### config.mk
export PLATFORM = sky130hd
export DESIGN_NAME = operand_issue_stage_flat
export DESIGN_NICKNAME = d
export VERILOG_FILES = /design/src/rtl/operand_issue_stage_if.sv /design/src/rtl/operand_issue_stage.sv /design/src/flat_wrapper.sv
export SDC_FILE = /design/constraint.sdc
export NUM_CORES = 1
export LEC_CHECK = 0
export CELL_PAD_IN_SITES_DETAIL_PLACEMENT = 0
export CELL_PAD_IN_SITES_GLOBAL_PLACEMENT = 2
export CORE_UTILIZATION = 35
export DETAILED_ROUTE_END_ITERATION = 16
export PLACE_DENSITY = 0.85
export RECOVER_POWER = 25
export SETUP_SLACK_MARGIN = 0.15
export SLEW_MARGIN = 25
export SYNTH_ARGS = -nofsm -noshare
export SYNTH_HDL_FRONTEND = slang
export SYNTH_SLANG_ARGS = --single-unit
### constraint.sdc
create_clock -name clk -period 4.7 [get_ports clk]
set_input_delay 1.41 -clock clk [delete_from_list [all_inputs] [get_ports clk]]
set_output_delay 1.41 -clock clk [all_outputs]
set_load 0.05 [all_outputs]
### src/rtl/operand_issue_stage_if.sv
// Bundle of the operand issue stage: instruction handshake, EX outputs to the ALU,
// ALU result return path and register-file debug read port.
interface operand_issue_stage_if #(
  parameter int WIDTH    = 7,
  parameter int OP_WIDTH = 3
);
  logic                in_valid;
  logic                in_ready;
  logic [15:0]         instr;
  logic                stall;
  logic                flush;
  logic [WIDTH:0]      alu_result;
  logic [OP_WIDTH-1:0] alu_op;
  logic [WIDTH-1:0]    op1;
  logic [WIDTH-1:0]    op2;
  logic                ex_valid;
  logic [1:0]          ex_rd;
  logic                carry_flag;
  logic [1:0]          dbg_sel;
  logic [WIDTH-1:0]    dbg_data;

  modport master (
    output in_valid, instr, stall, flush, alu_result, dbg_sel,
    input  in_ready, alu_op, op1, op2, ex_valid, ex_rd, carry_flag, dbg_data
  );

  modport slave (
    input  in_valid, instr, stall, flush, alu_result, dbg_sel,
    output in_ready, alu_op, op1, op2, ex_valid, ex_rd, carry_flag, dbg_data
  );
endinterface

### src/rtl/operand_issue_stage.sv
// Decode + register read + registered EX stage feeding a combinational ALU, with EX forwarding.
// Optional carry flag register enabled by defining OPERAND_ISSUE_CARRY_EN.
module operand_issue_stage #(
  parameter int WIDTH    = 7,
  parameter int OP_WIDTH = 3
) (
  input  logic                 clk,
  input  logic                 rst,
  operand_issue_stage_if.slave io
);

  // Opcodes 001..101 produce a result; 000, 110, 111 are NOPs.
  function automatic logic is_writer(input logic [OP_WIDTH-1:0] op);
    return (op != '0) && (op < OP_WIDTH'(6));
  endfunction

  function automatic logic [WIDTH-1:0] ext_imm(input logic [6:0] imm);
    logic [WIDTH+6:0] wide;
    wide = {{WIDTH{1'b0}}, imm};
    return wide[WIDTH-1:0];
  endfunction

  logic [WIDTH-1:0]    rf_q [4];

  logic                vld_p1;
  logic [OP_WIDTH-1:0] alu_op_p1;
  logic [WIDTH-1:0]    op1_p1;
  logic [WIDTH-1:0]    op2_p1;
  logic [1:0]          ex_rd_p1;

  logic                fire;
  logic                ex_load;
  logic                fwd_live;
  logic                wb_en;
  logic [WIDTH-1:0]    fwd_data;

  logic [OP_WIDTH-1:0] op_p0;
  logic [1:0]          rd_p0;
  logic [1:0]          rs1_p0;
  logic [1:0]          rs2_p0;
  logic                imm_sel_p0;
  logic [WIDTH-1:0]    src1_p0;
  logic [WIDTH-1:0]    src2_p0;
  logic [WIDTH-1:0]    op2_p0;

  logic                instr_unused;

  assign io.in_ready = !io.stall && !io.flush;
  assign fire        = io.in_valid && io.in_ready;
  // Flush forces a bubble even while stalled.
  assign ex_load     = io.flush || !io.stall;

  assign fwd_live = vld_p1 && is_writer(alu_op_p1);
  assign fwd_data = io.alu_result[WIDTH-1:0];
  assign wb_en    = !io.stall && !io.flush && fwd_live && (ex_rd_p1 != 2'd0);

  assign instr_unused = io.instr[7];

  // ---- p0: decode and operand select ----
  always_comb begin
    op_p0      = OP_WIDTH'(io.instr[15:13]);
    imm_sel_p0 = io.instr[12];
    rd_p0      = io.instr[11:10];
    rs1_p0     = io.instr[9:8];
    rs2_p0     = io.instr[1:0];

    // The EX result is exactly what gets written at this edge, so taking it here
    // gives dependent instructions the up-to-date value without a stall.
    src1_p0 = rf_q[rs1_p0];
    if (fwd_live && (ex_rd_p1 == rs1_p0))
      src1_p0 = fwd_data;
    if (rs1_p0 == 2'd0)
      src1_p0 = '0;

    src2_p0 = rf_q[rs2_p0];
    if (fwd_live && (ex_rd_p1 == rs2_p0))
      src2_p0 = fwd_data;
    if (rs2_p0 == 2'd0)
      src2_p0 = '0;

    op2_p0 = imm_sel_p0 ? ext_imm(io.instr[6:0]) : src2_p0;
  end

  // ---- p1: EX registers presented to the ALU ----
  always_ff @(posedge clk) begin
    if (rst) begin
      vld_p1    <= 1'b0;
      alu_op_p1 <= '0;
      op1_p1    <= '0;
      op2_p1    <= '0;
      ex_rd_p1  <= '0;
    end else if (ex_load) begin
      vld_p1    <= fire;
      alu_op_p1 <= fire ? op_p0   : '0;
      op1_p1    <= fire ? src1_p0 : '0;
      op2_p1    <= fire ? op2_p0  : '0;
      ex_rd_p1  <= fire ? rd_p0   : '0;
    end
  end

  // ---- writeback: ALU result into the register file ----
  always_ff @(posedge clk) begin
    if (rst) begin
      for (int i = 0; i < 4; i++)
        rf_q[i] <= '0;
    end else if (wb_en) begin
      rf_q[ex_rd_p1] <= fwd_data;
    end
  end

`ifdef OPERAND_ISSUE_CARRY_EN
  logic carry_q;
  logic carry_en;

  // Carry tracks ADD/SUB writebacks, including those aimed at r0.
  assign carry_en = !io.stall && !io.flush && vld_p1 &&
                    ((alu_op_p1 == OP_WIDTH'(1)) || (alu_op_p1 == OP_WIDTH'(2)));

  always_ff @(posedge clk) begin
    if (rst)
      carry_q <= 1'b0;
    else if (carry_en)
      carry_q <= io.alu_result[WIDTH];
  end

  assign io.carry_flag = carry_q;
`else
  logic carry_unused;
  assign carry_unused  = io.alu_result[WIDTH];
  assign io.carry_flag = 1'b0;
`endif

  assign io.ex_valid = vld_p1;
  assign io.alu_op   = alu_op_p1;
  assign io.op1      = op1_p1;
  assign io.op2      = op2_p1;
  assign io.ex_rd    = ex_rd_p1;
  assign io.dbg_data = (io.dbg_sel == 2'd0) ? '0 : rf_q[io.dbg_sel];

endmodule
### src/flat_wrapper.sv
// flat-port wrapper written by rule: the top's interface ports become plain ports
module operand_issue_stage_flat 
#(
  parameter int WIDTH    = 7,
  parameter int OP_WIDTH = 3
)
  (clk, rst, io_in_valid, io_instr, io_stall, io_flush, io_alu_result, io_dbg_sel, io_in_ready, io_alu_op, io_op1, io_op2, io_ex_valid, io_ex_rd, io_carry_flag, io_dbg_data);
  operand_issue_stage_if #(.WIDTH(WIDTH), .OP_WIDTH(OP_WIDTH)) io_i ();
  input  logic clk;
  input  logic rst;
  input wire logic [$bits(io_i.in_valid)-1:0] io_in_valid;
  input wire logic [$bits(io_i.instr)-1:0] io_instr;
  input wire logic [$bits(io_i.stall)-1:0] io_stall;
  input wire logic [$bits(io_i.flush)-1:0] io_flush;
  input wire logic [$bits(io_i.alu_result)-1:0] io_alu_result;
  input wire logic [$bits(io_i.dbg_sel)-1:0] io_dbg_sel;
  output wire logic [$bits(io_i.in_ready)-1:0] io_in_ready;
  output wire logic [$bits(io_i.alu_op)-1:0] io_alu_op;
  output wire logic [$bits(io_i.op1)-1:0] io_op1;
  output wire logic [$bits(io_i.op2)-1:0] io_op2;
  output wire logic [$bits(io_i.ex_valid)-1:0] io_ex_valid;
  output wire logic [$bits(io_i.ex_rd)-1:0] io_ex_rd;
  output wire logic [$bits(io_i.carry_flag)-1:0] io_carry_flag;
  output wire logic [$bits(io_i.dbg_data)-1:0] io_dbg_data;
  assign io_i.in_valid = io_in_valid;
  assign io_i.instr = io_instr;
  assign io_i.stall = io_stall;
  assign io_i.flush = io_flush;
  assign io_i.alu_result = io_alu_result;
  assign io_i.dbg_sel = io_dbg_sel;
  assign io_in_ready = io_i.in_ready;
  assign io_alu_op = io_i.alu_op;
  assign io_op1 = io_i.op1;
  assign io_op2 = io_i.op2;
  assign io_ex_valid = io_i.ex_valid;
  assign io_ex_rd = io_i.ex_rd;
  assign io_carry_flag = io_i.carry_flag;
  assign io_dbg_data = io_i.dbg_data;
  operand_issue_stage #(.WIDTH(WIDTH), .OP_WIDTH(OP_WIDTH)) u_core (.clk(clk), .rst(rst), .io(io_i));
endmodule
==> reports/summary.txt <==
Sink Count = 48
worst skew pair latency = 0.30 ns
max-cap violation count = 0
most frequent cells in the layout = clkdlybuf4s50_1, edfxtp_1, dfxtp_1, mux4_2, and2_1
Synth Cell Area = 2660 µm²
final worst setup slack = 0.381 ns
Setup crit end kind = output pin
hold_buf cts = 0
grt ovf = 0
Die X = 89.2 µm
CTS clk-pin slew, worst paths = 0.10 ns
WP data required = 3.29 ns
layout cell share with drive strength beyond 1 = 20.4%
worst hold stages = 2
Core Util, Final = 48.0%
IO buf count = 56
Global Route Usage Sum = 18.5%
ys flop type = edfxtp_1
outcome = complete, no violations
hold slack = 0.478 ns
Initial Utilization = 36.5%
Total Power = 942 µW
post-synth cell types = 55
Root Buffer = clkbuf_8
clock period minus worst slack = 4.32 ns
Layout Cells excl Fill = 379
LEAKAGE = 1.24 nW
Placed Cells = 371
final worst-path cycle share = 91.9%
Post-CTS Setup Inserts = 0
Total Wirelength = 6.88 mm
power per cell area = 269 nW/µm²
Via density = 5.38
clock skew = 0.0133 ns
final setup fails = 0
RSZ-0062 raised after global routing = false
# diodes = 0
Place WS = 0.389 ns
Clock Path Buffers = 2
initial antenna violation count = 0
commonest non-fill, non-tap cell in the layout = clkdlybuf4s50_1
Slew Limit Fails = 0
Rows = 31
Post-DP Area = 3400 µm²
Slew HR = 15.2%
Hold Fails Final Rpt = 0
pin count of the biggest net entering global routing = 27
f_max = 0.232 GHz
r2r worst-path depth = 4
number of global-route vias before repair = 1856
crit path kind = primary input to output pin
die height = 89.2 µm
drt drc = 0
dpl hpwl = 5.20 mm
CP arrival = 2.91 ns
asr flop ratio synth = 0%
IO Pins = 60
Syn Area/Cell = 11.9 µm²
Die ar. = 7960 µm²
GP Congestion = 0.762
register area share after synthesis = 46.6%
#FFs+latches synth = 48
Cells after Synth = 224
htree depth = 2
Syn. warnings = 0
Final Net Count = 310
Max FO, Critical Path = 8
Syn-to-layout area delta = 31.5%
Pre-antenna DRT Iters = 4
CTS Buf Count = 5
worst vdd ir = 0.000108 V
first-pass GRT wire length = 10.5 mm
worst hold path type = flop to flop
post-route cell area = 3500 µm²
Antenna Violating Nets Remaining = 0
drt wl/cell = 18.1 µm
DR iter-0 viols = 120
Core Region = 7290 µm²
via count = 2039
Tightest Pin Transition = 1.27 ns
Post-Route Setup TNS = 0 ns
Startpoint Class = primary input
Post-synth EDFFs = 28
# resized after CTS = 0
CTS tree = done
==> worst paths after layout <==
kind                                         from                         endpoint  slack, ns
setup / recovery                    io_dbg_sel[1]                   io_dbg_data[6]       0.38
hold / removal      u_core.io.op1[1]$_SDFFE_PP0P_    u_core.io.op1[1]$_SDFFE_PP0P_       0.48
setup reg to reg  u_core.io.ex_valid$_SDFFE_PP0P_  u_core.rf_q[1][6]$_SDFFCE_PN0P_       2.41
hold reg to reg     u_core.io.op1[1]$_SDFFE_PP0P_    u_core.io.op1[1]$_SDFFE_PP0P_       0.48
==> power by group <==
group	internal (mW)	switching, mW
sequential	0.458	0.0108
clock	0.160	0.147
combinational	0.0777	0.0878
total	0.696	0.246
==> per-layer routing <==
layer  vias up  track usage, %  share of wire [%]
li1        973               -                  -
met1       991            26.0                 45
met2        73            29.9                 48
met3         2            3.14                6.1
met4         0            4.33               0.58
met5         -               0                  0
==> worst max-delay path: stages <==
cell	delay (ns)
clkdlybuf4s50_1	0.67
nor2b_1	0.27
buf_4	0.18
a22o_1	0.22
buf_12	0.16
==> synth_stat cells (4+ instances only) <==
master    number  area share (%)
buf_2          4            0.75
a22o_1         7             2.3
nand3_1        4            0.75
a31o_1         6             2.0
nand2_1        8             1.1
clkbuf_1      13             1.8
and2_1        20             4.7
a22oi_1        7             2.0
dfxtp_1       20              15
o21ai_0        5            0.94
mux4_2        13              11
a32oi_1        5             1.6
nor2_1        10             1.4
edfxtp_1      28              32
o221ai_1       4             1.3
mux2_2         7             3.0
a32o_1         5             1.9
or2_2          8             1.9
==> sequential cells by signal, summed over array words and instances, names as in the netlist <==
signal,flops
u_core.rf_q,28
u_core.io.op2,7
u_core.io.op1,7
u_core.io.ex_valid,1
u_core.io.alu_op,3
u_core.io.ex_rd,2
==> cell families (layout without fill, tap and decap cells) <==
logic type	Yosys count	after routing	synth area share [%]
compound gates	53	53	16.2
xor+xnor	4	4	1.32
buf+inv	24	73	3.90
flops	48	48	46.6
mux	21	21	14.3
other cells	1	8	0.141
simple gates	73	73	17.5
==> cell type report <==
class	instances	area, µm²
fillers	701	3790
clock buffers	5	68.8
multi-input cells	159	1330
inverters	4	15.0
well taps	99	124
repair buffers	61	674
flip-flops and latches	48	1240
clock inverters	3	47.5
Note: power is estimated with default switching activity, not from simulation.
